--- src/rtl/life_pkg.sv ---
// life_pkg: shared defaults and state encodings for the Game of Life core.
//   ROWS_DEF / COLS_DEF / RATE_BASE_DEF : default grid geometry and rate base
//   sweep_state_t : generation sweep FSM states
//   mode_t        : run / pause mode flag
package life_pkg;

    localparam int ROWS_DEF      = 48;
    localparam int COLS_DEF      = 64;
    localparam int RATE_BASE_DEF = 18;

    typedef enum logic [1:0] {
        IDLE,
        SWEEP,
        DONE
    } sweep_state_t;

    typedef enum logic {
        PAUSE,
        RUN
    } mode_t;

endpackage

--- src/rtl/life_row_eval.sv ---
// life_row_eval: combinational next-generation evaluator for one grid row.
//   prev_row : row above the one being updated (0 above the top row)
//   cur_row  : row being updated
//   next_row : row below (0 below the bottom row)
//   row_out  : next-generation value of cur_row
// Columns outside 0..COLS-1 are dead; there is no wrap-around.
module life_row_eval #(
    parameter int COLS = 64
) (
    input  logic [COLS-1:0] prev_row,
    input  logic [COLS-1:0] cur_row,
    input  logic [COLS-1:0] next_row,
    output logic [COLS-1:0] row_out
);

    // One dead guard column on each side gives the edge zero-fill.
    logic [COLS+1:0] pp;
    logic [COLS+1:0] cp;
    logic [COLS+1:0] np;

    assign pp = {1'b0, prev_row, 1'b0};
    assign cp = {1'b0, cur_row,  1'b0};
    assign np = {1'b0, next_row, 1'b0};

    for (genvar c = 0; c < COLS; c++) begin : g_col
        logic [3:0] n;
        // Padded index c+1 is column c; the centre cell cp[c+1] is excluded.
        assign n = 4'(pp[c]) + 4'(pp[c+1]) + 4'(pp[c+2])
                 + 4'(cp[c])               + 4'(cp[c+2])
                 + 4'(np[c]) + 4'(np[c+1]) + 4'(np[c+2]);
        assign row_out[c] = (n == 4'd3) || (cur_row[c] && (n == 4'd2));
    end

endmodule

--- src/rtl/life_gen_ctrl.sv ---
// life_gen_ctrl: generation sequencer for the Game of Life core.
// Sweeps the grid one row per cycle through a row-wide simple dual-port RAM,
// updating rows in place behind a sliding window, and owns run/pause/step
// control plus the generation-rate prescaler.
//   sys_clk, Reset             : clock, async active-high reset
//   run_req/stop_req/step_req  : single-cycle control pulses
//   rate_sel                   : period = 2^(RATE_BASE+rate_sel) cycles
//   rd_en/rd_addr/rd_data      : RAM read port (data one cycle after rd_en)
//   wr_en/wr_addr/wr_data      : RAM write port
//   running, busy, gen_done, gen_count : status
module life_gen_ctrl
    import life_pkg::*;
#(
    parameter int ROWS      = ROWS_DEF,
    parameter int COLS      = COLS_DEF,
    parameter int RATE_BASE = RATE_BASE_DEF
) (
    input  logic                     sys_clk,
    input  logic                     Reset,
    input  logic                     run_req,
    input  logic                     stop_req,
    input  logic                     step_req,
    input  logic [2:0]               rate_sel,
    output logic                     rd_en,
    output logic [$clog2(ROWS)-1:0]  rd_addr,
    input  logic [COLS-1:0]          rd_data,
    output logic                     wr_en,
    output logic [$clog2(ROWS)-1:0]  wr_addr,
    output logic [COLS-1:0]          wr_data,
    output logic                     running,
    output logic                     busy,
    output logic                     gen_done,
    output logic [15:0]              gen_count
);

    localparam int AW = $clog2(ROWS);
    localparam int SW = $clog2(ROWS + 2);
    localparam int PW = RATE_BASE + 8;

    localparam logic [SW-1:0] S_LAST_RD = SW'(ROWS - 1);
    localparam logic [SW-1:0] S_ROWS    = SW'(ROWS);
    localparam logic [SW-1:0] S_LAST    = SW'(ROWS + 1);

    sweep_state_t    state;
    mode_t           mode;
    logic [SW-1:0]   s;
    logic [PW-1:0]   pre_cnt;
    logic [PW-1:0]   tick_mask;
    logic            tick;
    logic            start;
    logic            arrive;
    logic [COLS-1:0] prev_q;
    logic [COLS-1:0] cur_q;
    logic [COLS-1:0] next_row;
    logic [COLS-1:0] eval_row;

    // Low RATE_BASE+rate_sel bits of the free-running counter.
    assign tick_mask = ~({PW{1'b1}} << (RATE_BASE + int'(rate_sel)));
    assign tick      = (pre_cnt & tick_mask) == '0;

    assign start = (state == IDLE) &&
                   (((mode == RUN) && tick) || ((mode == PAUSE) && step_req));

    // Read data for row s-1 is on rd_data during s=1..ROWS. At s=ROWS+1 the
    // window sees a zero row below the last grid row.
    assign arrive   = (state == SWEEP) && (s != '0) && (s <= S_ROWS);
    assign next_row = arrive ? rd_data : '0;

    // prev_q/cur_q hold rows k-1/k while row k+1 is arriving, so the write of
    // row k can go out in the same cycle its lower neighbour lands. Row k
    // itself is never read again, which keeps the in-place update safe.
    life_row_eval #(.COLS(COLS)) u_eval (
        .prev_row (prev_q),
        .cur_row  (cur_q),
        .next_row (next_row),
        .row_out  (eval_row)
    );

    assign wr_data = wr_en ? eval_row : '0;
    assign running = (mode == RUN);

    always_ff @(posedge sys_clk or posedge Reset) begin
        if (Reset) begin
            state     <= IDLE;
            mode      <= PAUSE;
            s         <= '0;
            pre_cnt   <= '0;
            prev_q    <= '0;
            cur_q     <= '0;
            rd_en     <= 1'b0;
            rd_addr   <= '0;
            wr_en     <= 1'b0;
            wr_addr   <= '0;
            busy      <= 1'b0;
            gen_done  <= 1'b0;
            gen_count <= '0;
        end else begin
            pre_cnt  <= pre_cnt + 1'b1;
            gen_done <= 1'b0;

            if (stop_req)     mode <= PAUSE;
            else if (run_req) mode <= RUN;

            case (state)
                IDLE: begin
                    if (start) begin
                        state   <= SWEEP;
                        s       <= '0;
                        busy    <= 1'b1;
                        rd_en   <= 1'b1;
                        rd_addr <= '0;
                        prev_q  <= '0;
                        cur_q   <= '0;
                    end
                end
                SWEEP: begin
                    s       <= s + 1'b1;
                    rd_en   <= (s < S_LAST_RD);
                    rd_addr <= (s < S_LAST_RD) ? AW'(s + 1'b1) : '0;
                    // Write of row k is presented at s=k+2.
                    wr_en   <= arrive;
                    wr_addr <= arrive ? AW'(s - 1'b1) : '0;
                    if (arrive) begin
                        prev_q <= cur_q;
                        cur_q  <= next_row;
                    end
                    if (s == S_LAST) begin
                        state     <= DONE;
                        busy      <= 1'b0;
                        gen_done  <= 1'b1;
                        gen_count <= gen_count + 1'b1;
                    end
                end
                DONE: begin
                    state <= IDLE;
                end
                default: begin
                    state <= IDLE;
                end
            endcase
        end
    end

endmodule

--- config.mk ---
export PLATFORM = sky130hd
export DESIGN_NAME = life_gen_ctrl
export DESIGN_NICKNAME = d
export VERILOG_FILES = /design/src/rtl/life_pkg.sv /design/src/rtl/life_row_eval.sv /design/src/rtl/life_gen_ctrl.sv
export SDC_FILE = /design/constraint.sdc
export NUM_CORES = 1
export LEC_CHECK = 0
export ABC_AREA = 1
export BUFFER_PORTS_ARGS = -buffer_cell sky130_fd_sc_hd__buf_2
export CORE_UTILIZATION = 30
export DETAILED_ROUTE_END_ITERATION = 8
export PLACE_DENSITY_LB_ADDON = 0.3
export SETUP_SLACK_MARGIN = 0.2
export SYNTH_ARGS = -nofsm -noshare
export SYNTH_HDL_FRONTEND = slang
export SYNTH_SLANG_ARGS = --single-unit
--- constraint.sdc ---
create_clock -name sys_clk -period 10.37 [get_ports sys_clk]
set_input_delay 1.5555 -clock sys_clk [delete_from_list [all_inputs] [get_ports sys_clk]]
set_output_delay 1.5555 -clock sys_clk [all_outputs]
set_load 0.02 [all_outputs]
# --- Word-level counts from Yosys, hierarchy flattened ---
# Cells that the tools add are included.
classes:
  addsub: 446
  order_cmp: 2
  n_eq_ne: 133
  n_shift: 1
  mux: 23
  n_bitwise: 3
  reduce_logical: 144
op_table:
  columns: ["op", "n"]
  rows:
  - ["$add 4x1->4", 378]
  - ["$eq 4x2->1 const B", 128]
  - ["$mux 64", 5]
  - ["$pmux 64 s2", 2]
  - ["$add 1x1->2", 63]
  - ["$logic_and 1x1->1", 69]
  - ["$logic_or 1x1->1", 65]
  - ["$add 26x1->26 const B", 1]
  - ["$and 26x26->26", 1]
  - ["$logic_not 26->1", 1]
  - ["$not 26->26", 1]
  - ["$shl 26x6->26 const A", 1]
  - ["$pmux 6 s2", 2]
  - ["$mux 6", 3]
  - ["$add 16x1->16 const B", 1]
  - ["$add 5x3->6 const A", 1]
  - ["$add 6x1->6 const B", 1]
  - ["$eq 6x6->1 const B", 1]
  - ["$le 6x6->1 const B", 1]
  - ["$lt 6x6->1 const B", 1]
  - ["$mux 1", 6]
  - ["$reduce_and 2->1", 3]
  - ["$reduce_and 3->1", 2]
  - ["$reduce_bool 6->1", 1]
  - ["10 further kinds", 14]
totals:
  regBits: 195
  in_bits: 72
  out_inout_bits: 97
  elab_cells: 765

# --- Longest topological paths before layout ---
# Gate-level depths: netlist (run 1).
depth:
  depth_word: 11
  ltp_mapped: 18
  mapped_depth_nobuf: 16

# --- Modules after synthesis ---
# From an unflattened synthesis (run 1), not the netlist that was laid out.
hier_totals:
  cells_unflattened: 2584
  hier_area_um2: 20706.1
modules_own_cells:
  columns: ["mod", "instances", "cells_per_inst", "area_per_inst_um2", "seq_area_each_um2"]
  rows:
  - ["life_row_eval", 1, 1442, 11395.9, 0.0]
  - ["life_gen_ctrl", 1, 1142, 9310.2, 4879.7]

# --- Least setup slack after synthesis (run 1) ---
# Ideal clock, no wire load.
synth_path:
  kind: "input to output"
  startpoint: "input port rd_data[45]"
  endpoint: "output port wr_data[44]"
  arrival_ns: 4.223
  t_required_ns: 8.815
  slack_ns: 4.591
  path_stages: 7
  n_path_buf: 0
  path_cell_list: "nand2_1 > fa_1 > inv_1 > fa_1 > inv_1 > fa_1 > a2111oi_0"
synth_between:
  elab_chain_len: 6
  word_cells_on_any_way: 7
  cone_classes: "1 x add/sub; 2 x eq/ne; 2 x mux; 2 x reduce/logical"
synth_rtl:
  columns: ["element", "line_no", "source"]
  rows:
  - ["from (decl)", "life_gen_ctrl.sv:26", "input logic [COLS-1:0] rd_data,"]
  - ["$mux 64 *", "life_gen_ctrl.sv:67", "assign next_row = arrive ? rd_data : '0;"]
  - ["$add 4x1->4 *", "life_row_eval.sv:30", "+ 4'(np[c]) + 4'(np[c+1]) + 4'(np[c+2]);"]
  - ["$eq 4x2->1", "life_row_eval.sv:31", "assign row_out[c] = (n == 4'd3) || (cur_row[c] && (n == 4'd2));"]
  - ["$logic_and 1x1->1", "life_row_eval.sv:31", null]
  - ["$logic_or 1x1->1 *", "life_row_eval.sv:31", null]
  - ["$mux 64 *", "life_gen_ctrl.sv:79", "assign wr_data = wr_en ? eval_row : '0;"]
  - ["to (decl)", "life_gen_ctrl.sv:29", "output logic [COLS-1:0] wr_data,"]
# Mark *: on every way between the ends. The rest lies on a longest branch, timed or not.

# --- Worst setup path after layout (run 1) ---
layout_path:
  startpoint: "register s[0]"
  endpoint: "output port wr_data[59]"
layout_between:
  elab_chain_len: 11
  word_cells_on_any_way: 13
  cone_classes: "3 x add/sub; 1 x order compare; 2 x eq/ne; 2 x mux; 5 x reduce/logical"
layout_rtl:
  columns: ["element", "line_no", "source"]
  rows:
  - ["from (decl)", "life_gen_ctrl.sv:46", "logic [SW-1:0] s;"]
  - ["from (signal assigned)", "life_gen_ctrl.sv:117", "s <= s + 1'b1;"]
  - ["branches (longest 2 deep; another with $le 6x6->1)", null, null]
  - ["$logic_and 1x1->1 *", "life_gen_ctrl.sv:66", "assign arrive = (state == SWEEP) && (s != '0) && (s <= S_ROWS);"]
  - ["$mux 64 *", "life_gen_ctrl.sv:67", null]
  - ["$add 4x1->4 (2 in series)", "life_row_eval.sv:30", null]
  - ["$add 4x1->4 *", "life_row_eval.sv:30", null]
  - ["$eq 4x2->1", "life_row_eval.sv:31", null]
  - ["$logic_and 1x1->1", "life_row_eval.sv:31", null]
  - ["$logic_or 1x1->1 *", "life_row_eval.sv:31", null]
  - ["$mux 64 *", "life_gen_ctrl.sv:79", null]
# Mark *: on every way between the ends.

==> results of run 1 <==
[worst max-delay path, delay by kind of cell, from the launching register on]
| kind | cells | cell delay, ns |
|---|---|---|
| compound gates | 1 | 0.95 |
| fa+ha+maj | 4 | 1.64 |
| buf+inv | 6 | 1.67 |
| flops | 1 | 0.44 |
| simple gates | 5 | 0.69 |
[path summary, 6_finish.rpt]
check                                 from      endpoint  slack, ns
worst max-delay path                  s[0]   wr_data[59]       2.92
worst min-delay path            pre_cnt[0]    pre_cnt[0]       0.48
worst max register to register        s[0]    prev_q[27]       7.33
worst min register to register  pre_cnt[0]    pre_cnt[0]       0.48
max in group asynchronous            Reset  gen_count[4]       7.11
min in group asynchronous            Reset     cur_q[30]       1.09
[flip-flops by register name, summed over array words and instances, names as in the netlist]
name       flops
busy           1
cur_q         64
gen_count     16
gen_done       1
pre_cnt       25
prev_q        64
rd_addr        6
rd_en          1
running        1
s              6
state          2
wr_addr        6
wr_en          1
[per-layer routing]
| metal | routed length, µm | track usage [%] |
|---|---|---|
| met5 | 65 | 0 |
| met4 | 875 | 4.50 |
| met3 | 1970 | 3.16 |
| met2 | 23000 | 25.8 |
| met1 | 21000 | 18.7 |
[stage by stage]
step                cell area, µm²  hold slack, ns  setup slack, ns  util [%]  total power [µW]
floorplan                    19800           0.442             3.53         -              1690
global route                 22100           0.526             2.64      34.1              3030
detailed placement           21500           0.466             3.49      33.1              2050
finish                       22100           0.484             2.92      34.1              2740
global placement             21500           0.459             3.61      33.1              1960
CTS                          22100           0.488             2.88      34.1              2810
[power by group]
part	leakage [µW]	switching [µW]	total, µW	internal [µW]
Clock	0.000290	329	732	403
Sequential	0.00235	42.3	824	782
Combinational	0.00957	709	1190	478
Total	0.0122	1080	2740	1660
[synth_stat cells, types with 11 or more instances]
library cell  count
dfrtp_1         194
nand3_1          98
fa_1            253
a2111oi_0        62
o21ai_0          78
nor3_1           11
a31oi_1          19
a21oi_1          45
xor2_1           27
nand4_1          13
nand2_1         434
xnor2_1          12
buf_6            12
inv_1           669
nor2_1          122
ha_1            198
[layout make-up]
| class | instances | area, µm² | share of cell area [%] |
|---|---|---|---|
| Clock buffer | 19 | 433 | 1.96 |
| Multi-Input combinational cell | 1395 | 12100 | 54.8 |
| Inverter | 672 | 2530 | 11.5 |
| Tap cell | 855 | 1070 | 4.85 |
| Clock inverter | 12 | 179 | 0.810 |
| Timing Repair Buffer | 178 | 916 | 4.15 |
| Sequential cell | 194 | 4850 | 22.0 |
[kinds of logic after synthesis]
kind of cell             after synthesis  synth area share (%)
buffers and inverters                718                  14.3
AND/OR/NAND/NOR                      699                  14.7
adder cells (fa/ha/maj)              451                  38.1
AO/OA/AOI/OAI                        206                  6.54
flip-flops                           194                  24.6
XOR/XNOR                              39                  1.73
==> metrics, run 1 <==
clock latency on the worst-skew pair=0.50 ns; Core ar.=64,800 µm²; H-tree levels=4; # diodes=0; Worst EP required=8.81 ns; pin count of the biggest net entering global routing=87; Clock Sinks=194; commonest non-fill, non-tap cell in the layout=inv_1; share of layout cells above drive strength 1=9.35%; Mapped Cells=2,307; Hold-fix buffers, CTS=0; Max transition margin=25.0%; Seq/Total Area, Yosys=24.6%; die area=66,900 µm²; CTS Buf Count=17; GRT Overall Usage=15.0%; # setup viols final=0; critical path peak fanout=50; area added between synthesis and finish=11.7%; average size of a mapped cell=8.57 µm²; Startpoint Class=flop; Non-Filler Instances=3,325; R2R depth=11; Port Buffers=168; Arr. time, crit path=5.90 ns; TritonCTS clock tree=done; Crit Path Class=flop to output port; Pleak=0.0122 µW; setup bufs post-CTS=0; Area contributors post-synth=fa_1 (26%), dfrtp_1 (25%), inv_1 (13%), ha_1 (13%), nand2_1 (8.2%); Hold Violations, Final=0; async set or reset register ratio after synthesis=100%; GPL Wtd Cong=0.816; most frequent cells in the layout=inv_1 (667), nand2_1 (434), fa_1 (253); Mapped Nets=2,830; Worst IR Drop VDD=0.132 mV; initial antenna violation count=7; Netlist cell types=34; FP Rows=93; WL final=46,900 µm; drt via density=4.48; Warnings, synthesis=0; GRT overflow=0; clock tree buffer depth=2; status=completed; dpl cells=3,294; CTS Root Cell=clkbuf_16; Min-Delay Path Depth=1; fillers=6,676; #FFs+latches synth=194; Reg clk slew, reported paths=0.07 ns; Die Ht=259 µm; Final Max Slew Viols=0; Crit path largest cell delay=0.95 ns; cts repair resizes=0; setup TNS=0 ns; Vias=14,909; number of global-route vias before repair=16,146; CP cell instances=inv_1 -> ha_1 -> nand2_2 -> nor2_2 -> nand2_2 -> nand3_4 -> inv_4 -> buf_4 -> nand2_1 -> fa_1 -> inv_1 -> fa_1 -> inv_1 -> fa_1 -> a2111oi_0 -> buf_2; Die W=259 µm; Power Dens Cells=124 nW/µm²; Post-synth EDFFs=0; Synth Cell Area=19,800 µm²; violation count after the first detailed-route iteration=573; fin nets=2,981; hpwl dp=36,100 µm; I/O pins=169; Post-DRT Antenna Nets=0; minimum clock period=7.45 ns; Worst Hold Class=flop to flop; Worst path slowest cell=a2111oi_0; RSZ-0062 raised after global routing=false; Final period util=71.8%; routed len/inst=14.1 µm; Initial Util=30.5%; Maximum Capacitance Violations=0; worst slew pin tran=1.10 ns; cell taking the most area after synthesis=fa_1; DRC Markers=0; share of the synthesized area in the top cell type=25.6%; iteration count of the initial detailed-routing pass=5; first-pass GRT wire length=80,400 µm; skew final=0.0147 ns; crit end category=output port; Top FF cell, synth=dfrtp_1; Max Fclk=134 MHz
Note: power is estimated with default switching activity, not from simulation.
==> inputs of run 2 (changes only) <==
ABC_AREA = 0   (was 1)
clock period = 7.5 ns   (was 10.37 ns; I/O delays follow)
==> metrics, run 2 <==
minimum clock period=6.46 ns; Top FF cell, synth=dfrtp_1 (unchanged); status=completed (unchanged); Mapped Nets=2,828 (was 2,830); async set or reset register ratio after synthesis=100% (unchanged); cell taking the most area after synthesis=fa_1 (unchanged); Vias=16,255 (was 14,909); cts repair resizes=0 (unchanged); Port Buffers=168 (unchanged); Max Fclk=155 MHz; Initial Util=30.4% (was 30.5%); Clock Sinks=194 (unchanged); Post-synth EDFFs=0 (unchanged); Reg clk slew, reported paths=0.08 ns (was 0.07 ns); GRT Overall Usage=16.3% (was 15.0%); TritonCTS clock tree=done (unchanged); clock latency on the worst-skew pair=0.50 ns (about the same); Mapped Cells=2,305 (was 2,307); most instantiated library cell after synthesis=inv_1 (unchanged); Final Max Slew Viols=0 (unchanged); final worst slack=1.04 ns (was 2.92 ns); Crit Path Class=flop to output port (unchanged); Die W=267 µm (was 259 µm); commonest non-fill, non-tap cell in the layout=inv_1 (unchanged); crit end category=output port (unchanged); Non-Filler Instances=3,361 (was 3,325); fin nets=2,941 (was 2,981); I/O pins=169 (unchanged); iteration count of the initial detailed-routing pass=5 (unchanged); Die Ht=267 µm (was 259 µm); biggest registers after layout=cur_q: 64 flops, prev_q: 64 flops, pre_cnt: 25 flops (unchanged); hpwl dp=40,500 µm (was 36,100 µm); Post-DRT Antenna Nets=0 (unchanged); skew final=0.0128 ns (was 0.0147 ns); area added between synthesis and finish=11.1% (was 11.7%); Hold-fix buffers, CTS=0 (unchanged); share of the synthesized area in the top cell type=24.1% (was 25.6%); critical path peak fanout=27 (was 50); violation count after the first detailed-route iteration=859 (was 573); Maximum Capacitance Violations=0 (unchanged); die area=71,000 µm² (was 66,900 µm²); FP Rows=96 (was 93); most frequent cells in the layout=inv_1 (604), fa_1 (253), nand2_1 (213) (was inv_1 (667), nand2_1 (434), fa_1 (253)); Hold Violations, Final=0 (unchanged); Post-Place Worst Slack=1.46 ns (was 3.49 ns); first-pass GRT wire length=91,800 µm (was 80,400 µm); initial antenna violation count=2 (was 7); CTS Root Cell=clkbuf_16 (unchanged); # diodes=0 (unchanged); Placed Area=22,700 µm² (was 21,500 µm²); worst slew pin tran=1.25 ns (was 1.10 ns); Post-synth top cells=inv_1 (605), fa_1 (253), nand2_1 (216) (was inv_1 (669), nand2_1 (434), fa_1 (253)); H-tree levels=4 (unchanged); Arr. time, crit path=5.33 ns (was 5.90 ns); setup bufs post-CTS=0 (unchanged); Seq/Total Area, Yosys=23.1% (was 24.6%); average size of a mapped cell=9.11 µm² (was 8.57 µm²); routed len/inst=16.5 µm (was 14.1 µm); Worst path slowest cell=nor4b_1 (was a2111oi_0); number of global-route vias before repair=17,750 (was 16,146); Warnings, synthesis=0 (unchanged); Core ar.=68,900 µm² (was 64,800 µm²); Worst EP required=6.38 ns (was 8.81 ns); RSZ-0062 raised after global routing=false (unchanged); GRT overflow=0 (unchanged); Netlist cell types=52 (was 34); Synth Cell Area=21,000 µm² (was 19,800 µm²); clock tree buffer depth=2 (unchanged); Worst Hold Class=flop to flop (unchanged); finished layout cell area=23,300 µm² (was 22,100 µm²); CP cell instances=inv_1 -> ha_1 -> nor3b_4 -> mux2i_4 -> and2_4 -> buf_4 -> nand2_1 -> fa_1 -> inv_1 -> fa_1 -> inv_1 -> fa_1 -> a2111oi_0 -> a21oi_1 -> nor4b_1 -> buf_2 (was inv_1 -> ha_1 -> nand2_2 -> nor2_2 -> nand2_2 -> nand3_4 -> inv_4 -> buf_4 -> nand2_1 -> fa_1 -> inv_1 -> fa_1 -> inv_1 -> fa_1 -> a2111oi_0 -> buf_2); Startpoint Class=flop (unchanged); DRC Markers=0 (unchanged); Crit path largest cell delay=0.53 ns (was 0.95 ns); Area contributors post-synth=fa_1 (24%), dfrtp_1 (23%), ha_1 (12%), inv_1 (11%), nand2_1 (3.9%) (was fa_1 (26%), dfrtp_1 (25%), inv_1 (13%), ha_1 (13%), nand2_1 (8.2%)); WL final=55,300 µm (was 46,900 µm); GPL Wtd Cong=0.794 (was 0.816); Max transition margin=15.9% (was 25.0%); dpl cells=3,330 (was 3,294); drt via density=4.84 (was 4.48); #FFs+latches synth=194 (unchanged); pin count of the biggest net entering global routing=135 (was 87); setup TNS=0 ns (unchanged); CTS Buf Count=17 (unchanged); Final period util=86.1%; share of layout cells above drive strength 1=10.2% (was 9.35%); # setup viols final=0 (unchanged)
-- run 2: cell count changes after synthesis, moves of 39 or more --
cell	change
o21ai_0	-75
inv_1	-64
nand3_1	-77
clkbuf_1	+39
nand2_1	-218
a2111oi_0	-42
o311ai_0	+44
and3_1	+69
a31oi_1	+91
nor4b_1	+62
o31ai_1	+51
nor2b_1	+49
-- run 2: per-stage QoR --
| step | util, % | hold slack [ns] |
|---|---|---|
| final | 33.8 | 0.487 |
| after global routing | 33.8 | 0.516 |
| after CTS | 33.8 | 0.485 |
| after detailed placement | 33.0 | 0.462 |
| after global placement | 33.0 | 0.451 |
| after floorplan | - | 0.451 |
-- run 2: routing by layer --
metal  vias up  routed length [µm]  track usage, %
met2       299               27500            28.4
met4         0                 830            4.35
met3        52                2400            3.17
met1      8220               24500            20.3
met5         -                   0               0
li1       7684                   -               -
-- run 2: cells by family (layout without fill, tap and decap cells) --
kind of cell | after synthesis | after routing | synth area share [%]
AOI/OAI and AO/OA | 316 | 316 | 11.5
xor gates and xnor gates | 44 | 44 | 1.84
adders and majority gates | 451 | 451 | 35.9
buffers and inverters | 693 | 818 | 12.9
DFF | 194 | 194 | 23.1
muxes | 1 | 1 | 0.0656
and+or+nand+nor | 606 | 606 | 14.6
-- run 2: final cells by class --
type / instances / area, µm²
Fill cell: 7165 / 45600
Multi-Input combinational cell: 1418 / 13500
Clock buffer: 18 / 439
Timing Repair Buffer: 181 / 963
Inverter: 606 / 2280
Clock inverter: 13 / 148
Tap cell: 931 / 1160
Sequential cell: 194 / 4860
-- run 2: path summary, 6_finish.rpt --
path	endpoint	start	slack, ns	cells after the start
worst max-delay path	wr_data[31]	s[0]	1.04	16
worst min-delay path	gen_count[15]	gen_count[15]	0.49	1
worst max register to register	cur_q[1]	s[0]	3.72	9
worst min register to register	gen_count[15]	gen_count[15]	0.49	1
max in group asynchronous	gen_count[14]	Reset	5.52	3
min in group asynchronous	cur_q[15]	Reset	0.78	2
-- run 2: worst max-delay path: cells and delay by family, from the launching register on --
kind / cells / cell delay, ns
compound gates: 2 / 0.43
buf+inv: 5 / 0.86
fa+ha+maj: 4 / 1.30
simple gates: 4 / 1.51
flops: 1 / 0.47
mux: 1 / 0.28
Power of run 2 is not shown: default switching activity piles up to over one toggle a cycle in this logic, so the estimate is an artifact.
==> inputs of run 3 (changes only) <==
CELL_PAD_IN_SITES_DETAIL_PLACEMENT = 0   (was unset)
CELL_PAD_IN_SITES_GLOBAL_PLACEMENT = 1   (was unset)
SLEW_MARGIN = 20   (was unset)
==> metrics, run 3 (synthesis results as in run 2) <==
CP cell instances=inv_1 -> ha_1 -> nor3b_4 -> mux2i_4 -> and2_4 -> buf_4 -> nand2_1 -> fa_1 -> inv_1 -> fa_1 -> inv_1 -> fa_1 -> a2111oi_0 -> a21oi_1 -> nor4b_1 -> buf_2 (unchanged); Post-Place Worst Slack=1.28 ns (was 1.46 ns); Initial Util=30.4% (unchanged); Crit Path Class=flop to output port (unchanged); Final period util=89.0% (was 86.1%); clock latency on the worst-skew pair=0.50 ns (about the same); TritonCTS clock tree=done (unchanged); Final Max Slew Viols=0 (unchanged); commonest non-fill, non-tap cell in the layout=inv_1 (unchanged); Die Ht=267 µm (unchanged); Max transition margin=29.7% (was 15.9%); R2R Setup Slk=3.66 ns (was 3.72 ns); drt via density=4.82 (was 4.84); crit path from=s[0] (unchanged); CTS Buf Count=17 (unchanged); Critical Path Stages=16 (unchanged); worst slew pin tran=1.05 ns (was 1.25 ns); number of global-route vias before repair=17,877 (was 17,750); area added between synthesis and finish=11.4% (was 11.1%); setup TNS=0 ns (unchanged); iteration count of the initial detailed-routing pass=5 (unchanged); Arr. time, crit path=5.55 ns (was 5.33 ns); RSZ-0062 raised after global routing=false (unchanged); GPL Wtd Cong=0.776 (was 0.794); first-pass GRT wire length=94,700 µm (was 91,800 µm); cts repair resizes=0 (unchanged); # setup viols final=0 (unchanged); initial antenna violation count=2 (unchanged); I/O pins=169 (unchanged); biggest registers after layout=cur_q: 64 flops, prev_q: 64 flops, pre_cnt: 25 flops (unchanged); R2R depth=9 (unchanged); WL final=57,000 µm (was 55,300 µm); Vias=16,241 (was 16,255); share of layout cells above drive strength 1=10.4% (was 10.2%); FP Rows=96 (unchanged); Worst Hold Class=flop to flop (unchanged); CTS Root Cell=clkbuf_16 (unchanged); clock tree buffer depth=2 (unchanged); minimum clock period=6.68 ns (was 6.46 ns); GRT overflow=0 (unchanged); Startpoint Class=flop (unchanged); Worst EP required=6.38 ns (about the same); fillers=7,267 (was 7,165); final worst slack=0.822 ns (was 1.04 ns); DRC Markers=0 (unchanged); reg2reg end=cur_q[29] (was cur_q[1]); Hold Violations, Final=0 (unchanged); FF-to-FF Start=s[0] (unchanged); H-tree levels=4 (unchanged); setup bufs post-CTS=0 (unchanged); Port Buffers=168 (unchanged); hpwl dp=41,900 µm (was 40,500 µm); status=completed (unchanged); Post-DRT Antenna Nets=0 (unchanged); skew final=0.0140 ns (was 0.0128 ns); crit end category=output port (unchanged); Hold-fix buffers, CTS=0 (unchanged); Maximum Capacitance Violations=0 (unchanged); Reg clk slew, reported paths=0.09 ns (was 0.08 ns); die area=71,000 µm² (unchanged); routed len/inst=16.9 µm (was 16.5 µm); Crit path largest cell delay=0.59 ns (was 0.53 ns); Setup crit end=wr_data[58] (was wr_data[31]); Clock Sinks=194 (unchanged); Core ar.=68,900 µm² (unchanged); Max Fclk=150 MHz (was 155 MHz); cell family with most CP delay=simple AND/OR/NAND/NOR gates (unchanged); worst path bufs/invs=5 (unchanged); pin count of the biggest net entering global routing=112 (was 135); critical path peak fanout=30 (was 27); Worst path slowest cell=nor4b_1 (unchanged); Die W=267 µm (unchanged); violation count after the first detailed-route iteration=694 (was 859); most frequent cells in the layout=inv_1 (604), fa_1 (253), nand2_1 (213) (unchanged); GRT Overall Usage=16.9% (was 16.3%); fin nets=2,946 (was 2,941)
==> run 3: changes by cell type in the layout (fill, tap and decap cells not counted) <==
cell / change
inv_6: -1
clkinv_4: -2
diode_2: +2
buf_12: -1
buf_4: +6
inv_8: +2
clkinv_8: +1
bufinv_16: +1
==> run 3: worst min path at each step <==
stage	startpoint	end	slack, ns	cells past startpoint
after floorplan	pre_cnt[23]	pre_cnt[23]	0.45	1
after global placement	gen_count[15]	gen_count[15]	0.45	1
after detailed placement	gen_count[15]	gen_count[15]	0.48	1
after CTS	gen_count[15]	gen_count[15]	0.49	1
after global routing	gen_count[15]	gen_count[15]	0.50	1
final	gen_count[15]	gen_count[15]	0.49	1
==> run 3: layout make-up <==
class	count	area (µm²)	share of cell area [%]
inverters	606	2280	9.76
multi-input cells	1418	13500	57.5
well taps	931	1160	4.98
flip-flops and latches	194	4860	20.8
repair buffers	186	988	4.23
clock inverters	14	190	0.813
diodes	2	5.00	0.0214
clock buffers	18	439	1.88
==> run 3: stage by stage <==
| stage | instances | hold WS [ns] | instance area (µm²) | utilization [%] |
|---|---|---|---|---|
| after floorplan | 2305 | 0.451 | 21000 | - |
| after global placement | 3335 | 0.452 | 22700 | 33.0 |
| after detailed placement | 3335 | 0.477 | 22700 | 33.0 |
| after CTS | 3367 | 0.494 | 23400 | 33.9 |
| after global routing | 3368 | 0.501 | 23400 | 33.9 |
| final | 3369 | 0.486 | 23400 | 33.9 |
==> run 3: layer usage <==
layer / wire length (µm) / part of all wire, % / vias to the layer above / track usage (%)
li1: - / - / 7702 / -
met1: 25800 / 45 / 8271 / 21.7
met2: 28100 / 49 / 227 / 28.9
met3: 2130 / 3.7 / 41 / 3.16
met4: 967 / 1.7 / 0 / 4.74
met5: 0 / 0 / - / 0
Power of run 3 is left out for the same reason.
